<file path="src/rtl/task_packetizer.sv">
// Packs the parser's flit stream into mapper-bound NoC packets: header, size, payload.
// Define TASK_PACKETIZER_CHECKSUM_EN to append an XOR checksum flit after the payload.
module task_packetizer #(
  parameter int FLIT_SIZE   = 32,
  parameter int MAX_PAYLOAD = 16,
  parameter int IDLE_CYCLES = 8
) (
  input  logic                 clk_i,
  input  logic                 rst_ni,
  input  logic                 rx_i,
  output logic                 credit_o,
  input  logic [FLIT_SIZE-1:0] data_i,
  input  logic                 eoa_i,
  input  logic [15:0]          target_i,
  output logic                 tx_o,
  input  logic                 credit_i,
  output logic [FLIT_SIZE-1:0] data_o,
  output logic                 busy_o
);
  localparam int AW = $clog2(MAX_PAYLOAD);
  localparam int CW = AW + 1;
  localparam int IW = $clog2(IDLE_CYCLES + 1);
  localparam logic [CW-1:0] FULL     = CW'(MAX_PAYLOAD);
  localparam logic [IW-1:0] IDLE_MAX = IW'(IDLE_CYCLES);

  typedef enum logic [2:0] {
    FILL,
    SEND_HEADER,
    SEND_SIZE,
    SEND_PAYLOAD
`ifdef TASK_PACKETIZER_CHECKSUM_EN
    , SEND_CHECKSUM
`endif
  } state_t;

  state_t               state, nxt;
  logic [CW-1:0]        count, rd_ptr;
  logic [IW-1:0]        idle_cnt;
  logic [15:0]          target_q;
  logic [FLIT_SIZE-1:0] pbuf [MAX_PAYLOAD];
  logic [FLIT_SIZE-1:0] size_flit;
  logic                 accept, flush, last, done;
`ifdef TASK_PACKETIZER_CHECKSUM_EN
  logic [FLIT_SIZE-1:0] csum;
  assign size_flit = FLIT_SIZE'(count) + FLIT_SIZE'(1);
`else
  assign size_flit = FLIT_SIZE'(count);
`endif

  assign accept = rx_i && credit_o;
  assign flush  = (count == FULL) ||
                  ((count != '0) && (idle_cnt == IDLE_MAX)) ||
                  ((count != '0) && eoa_i);
  assign last   = (rd_ptr == count - CW'(1));
  // Any SEND_* -> FILL transition is the end of the packet.
  assign done   = (state != FILL) && (nxt == FILL);
  assign busy_o = (count != '0) || (state != FILL);

  always_ff @(posedge clk_i or negedge rst_ni) begin
    if (!rst_ni) state <= FILL;
    else         state <= nxt;
  end

  always_comb begin
    nxt = state;
    unique case (state)
      FILL:         if (flush)    nxt = SEND_HEADER;
      SEND_HEADER:  if (credit_i) nxt = SEND_SIZE;
      SEND_SIZE:    if (credit_i) nxt = SEND_PAYLOAD;
`ifdef TASK_PACKETIZER_CHECKSUM_EN
      SEND_PAYLOAD:  if (credit_i && last) nxt = SEND_CHECKSUM;
      SEND_CHECKSUM: if (credit_i)         nxt = FILL;
`else
      SEND_PAYLOAD:  if (credit_i && last) nxt = FILL;
`endif
      default:      nxt = FILL;
    endcase
  end

  always_comb begin
    credit_o = 1'b0;
    tx_o     = 1'b0;
    data_o   = '0;
    unique case (state)
      FILL:         credit_o = (count < FULL);
      SEND_HEADER:  begin tx_o = 1'b1; data_o = FLIT_SIZE'(target_q); end
      SEND_SIZE:    begin tx_o = 1'b1; data_o = size_flit; end
      SEND_PAYLOAD: begin tx_o = 1'b1; data_o = pbuf[rd_ptr[AW-1:0]]; end
`ifdef TASK_PACKETIZER_CHECKSUM_EN
      SEND_CHECKSUM: begin tx_o = 1'b1; data_o = csum; end
`endif
      default: ;
    endcase
  end

  always_ff @(posedge clk_i or negedge rst_ni) begin
    if (!rst_ni) begin
      count    <= '0;
      rd_ptr   <= '0;
      idle_cnt <= '0;
      target_q <= '0;
`ifdef TASK_PACKETIZER_CHECKSUM_EN
      csum     <= '0;
`endif
    end else if (done) begin
      count    <= '0;
      rd_ptr   <= '0;
      idle_cnt <= '0;
`ifdef TASK_PACKETIZER_CHECKSUM_EN
      csum     <= '0;
`endif
    end else begin
      if (state == FILL) begin
        if (accept) begin
          count    <= count + CW'(1);
          idle_cnt <= '0;
`ifdef TASK_PACKETIZER_CHECKSUM_EN
          csum     <= csum ^ data_i;
`endif
        end else if ((count != '0) && (idle_cnt != IDLE_MAX)) begin
          idle_cnt <= idle_cnt + IW'(1);
        end
        if (flush) target_q <= target_i;
      end
      if ((state == SEND_PAYLOAD) && credit_i) rd_ptr <= rd_ptr + CW'(1);
    end
  end

  // Payload storage needs no reset: only entries below count are ever read.
  always_ff @(posedge clk_i) begin
    if (accept) pbuf[count[AW-1:0]] <= data_i;
  end
endmodule
</file>
<file path="config.mk">
export PLATFORM = sky130hd
export DESIGN_NAME = task_packetizer
export DESIGN_NICKNAME = d
export VERILOG_FILES = /design/src/rtl/task_packetizer.sv
export SDC_FILE = /design/constraint.sdc
export NUM_CORES = 1
export LEC_CHECK = 0
export ABC_AREA = 1
export ABC_CLOCK_PERIOD_IN_PS = 4200
export CORE_MARGIN = 4
export CORE_UTILIZATION = 63
export CTS_BUF_LIST = sky130_fd_sc_hd__clkbuf_4 sky130_fd_sc_hd__clkbuf_8
export DETAILED_ROUTE_END_ITERATION = 8
export GPL_ROUTABILITY_DRIVEN = 0
export GPL_TIMING_DRIVEN = 0
export HOLD_SLACK_MARGIN = 0.08
export PLACE_DENSITY = 0.82
export SETUP_SLACK_MARGIN = 0.1
export SLEW_MARGIN = 30
export SYNTH_ARGS = -nofsm -noshare
export SYNTH_HDL_FRONTEND = slang
export SYNTH_SLANG_ARGS = --single-unit
export TNS_END_PERCENT = 10
</file>
<file path="constraint.sdc">
create_clock -name clk_i -period 4.2 [get_ports clk_i]
set_input_delay 0.84 -clock clk_i [delete_from_list [all_inputs] [get_ports clk_i]]
set_output_delay 0.84 -clock clk_i [all_outputs]
set_load 0.005 [all_outputs]
</file>
==> qor.txt <==
Starting Density: 0.644
Post-Syn Instances: 1720
Number of synthesized register bits: 545
PortBufs: 87
Worst slew pin tran: 901 ps
Pleak: 9.03 nW
Post-DRT Antenna Nets: 0
RR Endpoint: pbuf[9][28]
Hold crit path type: flip-flop to flip-flop
Core area: 33800 sq um
Root Driver: clkbuf_8
Adder-cell share of the synthesized area: 0.00403
XOR/XNOR Fraction of Synth Area: 0.000403
Placement Setup Slack: 267 ps
Drt total wl: 63700 um
Worst skew pair latency: 640 ps
Reg area: 16200 sq um
HP Start: target_q[4]
Die height: 194 um
Critical Path Sink Type: primary output
Crit share post-route: 0.995
Cell Area, Synth: 21800 sq um
Ys async rst share: 0.0606
Nets: 1986
Initial antenna violation count: 1
Placed cell areas: 23900 sq um
Worst-path fanout max: 10
Final core utilization: 0.759
Worst r2r src: state[2]
First-pass GRT wire length: 94600 um
Slew Limit Fails: 0
Die width: 194 um
Number of global-route vias before repair: 16240
Starting DRT DRC Count: 2395
Post-synth EDFFs: 512
Fmax: 239 MHz
Pint: 8.67 mW
Vias per cell: 6.64
Final-report hold violation count: 0
Syn avg cell area: 12.6 sq um
Slowest stage delay, CP: 610 ps
P per Cell Area: 450 nW/um^2
Setup tns final: 0 ps
Worst min-delay path endpoint: target_q[4]
Status: completed
Clock Skew: 25.3 ps
Share of cells above drive strength 1: 0.152
Register area share after synthesis: 0.745
Max Cap Viol: 0
Placed cells: 2287
Grt ovf: 0
Yosys warns: 0
Layout area overhead: 17.9%
Worst Path Required: 3360 ps
Combinational family with the most area after synthesis: compound AO/OA/AOI/OAI gates
Total Routing Usage GR: 0.331
DRT Pass-1 Iters: 7
CTS H-tree depth: 3
Seq pwr share: 0.536
Syn nets: 1780
Hold depth: 2
Clk buf depth: 3
Clock Sinks: 545
Design Area, Final: 25700 sq um
Crit-path leading delay family: buffers and inverters
Finished Layout Cells: 2436
Worst path cell trace: clkbuf_1 > clkbuf_2 > nor2_1 > o21bai_1 > nand2_1 > nand3_1 > clkdlybuf4s50_1
Worst r2r path cells: 9
Die area: 37600 sq um
Switching power: 2.86 mW
# DRC: 0
Via count: 16179
CP Launch Type: flip-flop
Setup Viol. Count Final: 0
Simple-Gate Fraction of Synth Area: 0.108
Clock power frac: 0.367
Routed WL per cell: 26.2 um
Tmin final: 4180 ps
Crit path kind: flip-flop to primary output
Synth Flop Type: edfxtp_1
Slew headroom: 0.399
Mux cell area share after synthesis: 0
I/O Pins: 88
Post-detail-place hpwl: 40700 um
Critical-path top delay cell: clkbuf_1
Synth unique cells: 34
Largest net degree at the start of global routing: 23
Comb pwr share: 0.097
CTS clk-pin slew, worst paths: 60 ps
Area of the multi-input gates: 5080 sq um
Fillers: 1918
Worst Path Arrival: 3340 ps
Row count: 67
CTS buffer count: 83
Final Worst Setup Slack: 20.0 ps
CTS tree: done
Synth Area in Compound Gates: 0.114
RSZ-0062 raised after global routing: true
Switching Share: 0.248
CP Buf/Inv Count: 3
R2R Setup Slk: 1230 ps
Worst vdd ir: 0.315 mV
## placed cells by master (no fill, tap or decap), drive strengths merged
cell type,synthesis,final
xor2,1,1
a31oi,18,18
clkbuf,69,185
o21ai,263,263
nor2,304,304
edfxtp,512,512
nand3b,2,2
ha,7,7
clkinv,1,28
o22ai,76,76
diode,0,1
nor3,7,7
o211ai,25,25
and2,1,1
conb,1,1
o21bai,6,6
nand2,219,219
o221ai,37,37
or2,1,1
clkinvlp,0,1
buf,39,71
bufinv,0,1
nand4,2,2
a21oi,2,2
dfrtp,33,33
dlygate4sd3,0,1
inv,41,44
clkdlybuf4s50,0,86
nand3,53,53
## power by group through the flow
| stage | registers, mW | clock network [mW] | logic (mW) |
|---|---|---|---|
| 6_report | 6.18 | 4.24 | 1.12 |
| 3_5_place_dp | 6.28 | 0 | 1.04 |
| 4_1_cts | 6.17 | 4.24 | 1.08 |
| 5_1_grt | 6.18 | 4.50 | 1.20 |
| 3_3_place_gp | 6.28 | 0 | 0.969 |
| 2_1_floorplan | 6.26 | 0 | 0.555 |
## logic make-up (layout without fill, tap and decap cells)
logic type	after synthesis	after routing
adders and majority gates	7	7
and+or+nand+nor	589	589
AOI/OAI and AO/OA	427	427
DFF	545	545
xor gates and xnor gates	1	1
other	1	2
buffers and inverters	150	417
## layer usage
layer | global-route usage | up-vias | part of all wire
met2 | 0.531 | 1432 | 0.47
met3 | 0.0766 | 315 | 0.13
met4 | 0.199 | 2 | 0.067
met5 | 0 | - | 0.00020
met1 | 0.415 | 7707 | 0.33
li1 | - | 6723 | -
## metrics by stage
step                      hold slack [ps]  power (mW)
final                                 475        11.5
after global routing                  500        11.9
after CTS                             475        11.5
after detailed placement              461        7.32
after global placement                457        7.24
after floorplan                       442        6.81
## synth_stat cells (2+ instances only)
library cell / count / share of area
clkbuf_1: 69 / 0.012
nor3_2: 2 / 0.00092
o22ai_1: 76 / 0.022
nand3_1: 53 / 0.012
dfrtp_1: 33 / 0.038
buf_4: 3 / 0.0010
nor2_4: 2 / 0.0010
o221ai_1: 37 / 0.015
buf_6: 2 / 0.0010
a21oi_1: 2 / 0.00046
buf_1: 3 / 0.00052
nand2_1: 217 / 0.037
nor3_1: 5 / 0.0012
o21bai_1: 6 / 0.0021
nor2_1: 301 / 0.052
a31oi_1: 18 / 0.0052
ha_1: 7 / 0.0040
o21ai_0: 234 / 0.054
nand3b_1: 2 / 0.00069
o21ai_1: 29 / 0.0067
edfxtp_1: 512 / 0.71
nand2_2: 2 / 0.00058
inv_2: 20 / 0.0035
buf_2: 31 / 0.0071
o211ai_1: 25 / 0.0086
inv_1: 21 / 0.0036
## final cells by class
cell class / instances / share of cell area
flip-flops and latches: 545 / 0.632
clock inverters: 32 / 0.00780
diodes: 1 / 0.0000975
multi-input cells: 1025 / 0.198
inverters: 42 / 0.00615
plain buffers: 108 / 0.0237
repair buffers: 121 / 0.0569
well taps: 448 / 0.0219
clock buffers: 114 / 0.0538
## worst reg2reg max path: stages, from the launching register on
cell	delay [ps]
dfrtp_1	440
nor3_2	260
inv_1	130
nor2_2	170
nand2_2	180
inv_2	90
buf_4	180
nand2_1	240
nor2_4	680
buf_16	260
## timing repair
| action | 4_1_cts | 5_1_grt |
|---|---|---|
| buffers inserted | 0 | 1 |
| resized for setup | 58 | 49 |
| hold buffers | 1 | 0 |
| pin swaps | 0 | 1 |
| endpoints found under the setup margin | 32 | 31 |
| hold endpoints to repair | 1 | 0 |
| gates cloned | 0 | 0 |
## sequential cells by signal (all words and copies together), names as in the netlist
signal and cells:
rd_ptr 5, pbuf 512, idle_cnt 4, count 5, state 3, target_q 16
## worst max path at each step
stage | start | to | slack [ps] | depth (start not counted)
after floorplan | state[2] | pbuf[4][0] | 540 | 5
after global placement | rx_i | pbuf[12][29] | -2550 | 3
after detailed placement | rd_ptr[1] | data_o[29] | 270 | 8
after CTS | rd_ptr[1] | data_o[19] | 30 | 8
after global routing | rd_ptr[0] | data_o[5] | -30 | 9
final | rd_ptr[2] | data_o[0] | 20 | 7
No activity file was read; power rests on OpenSTA's default activity.
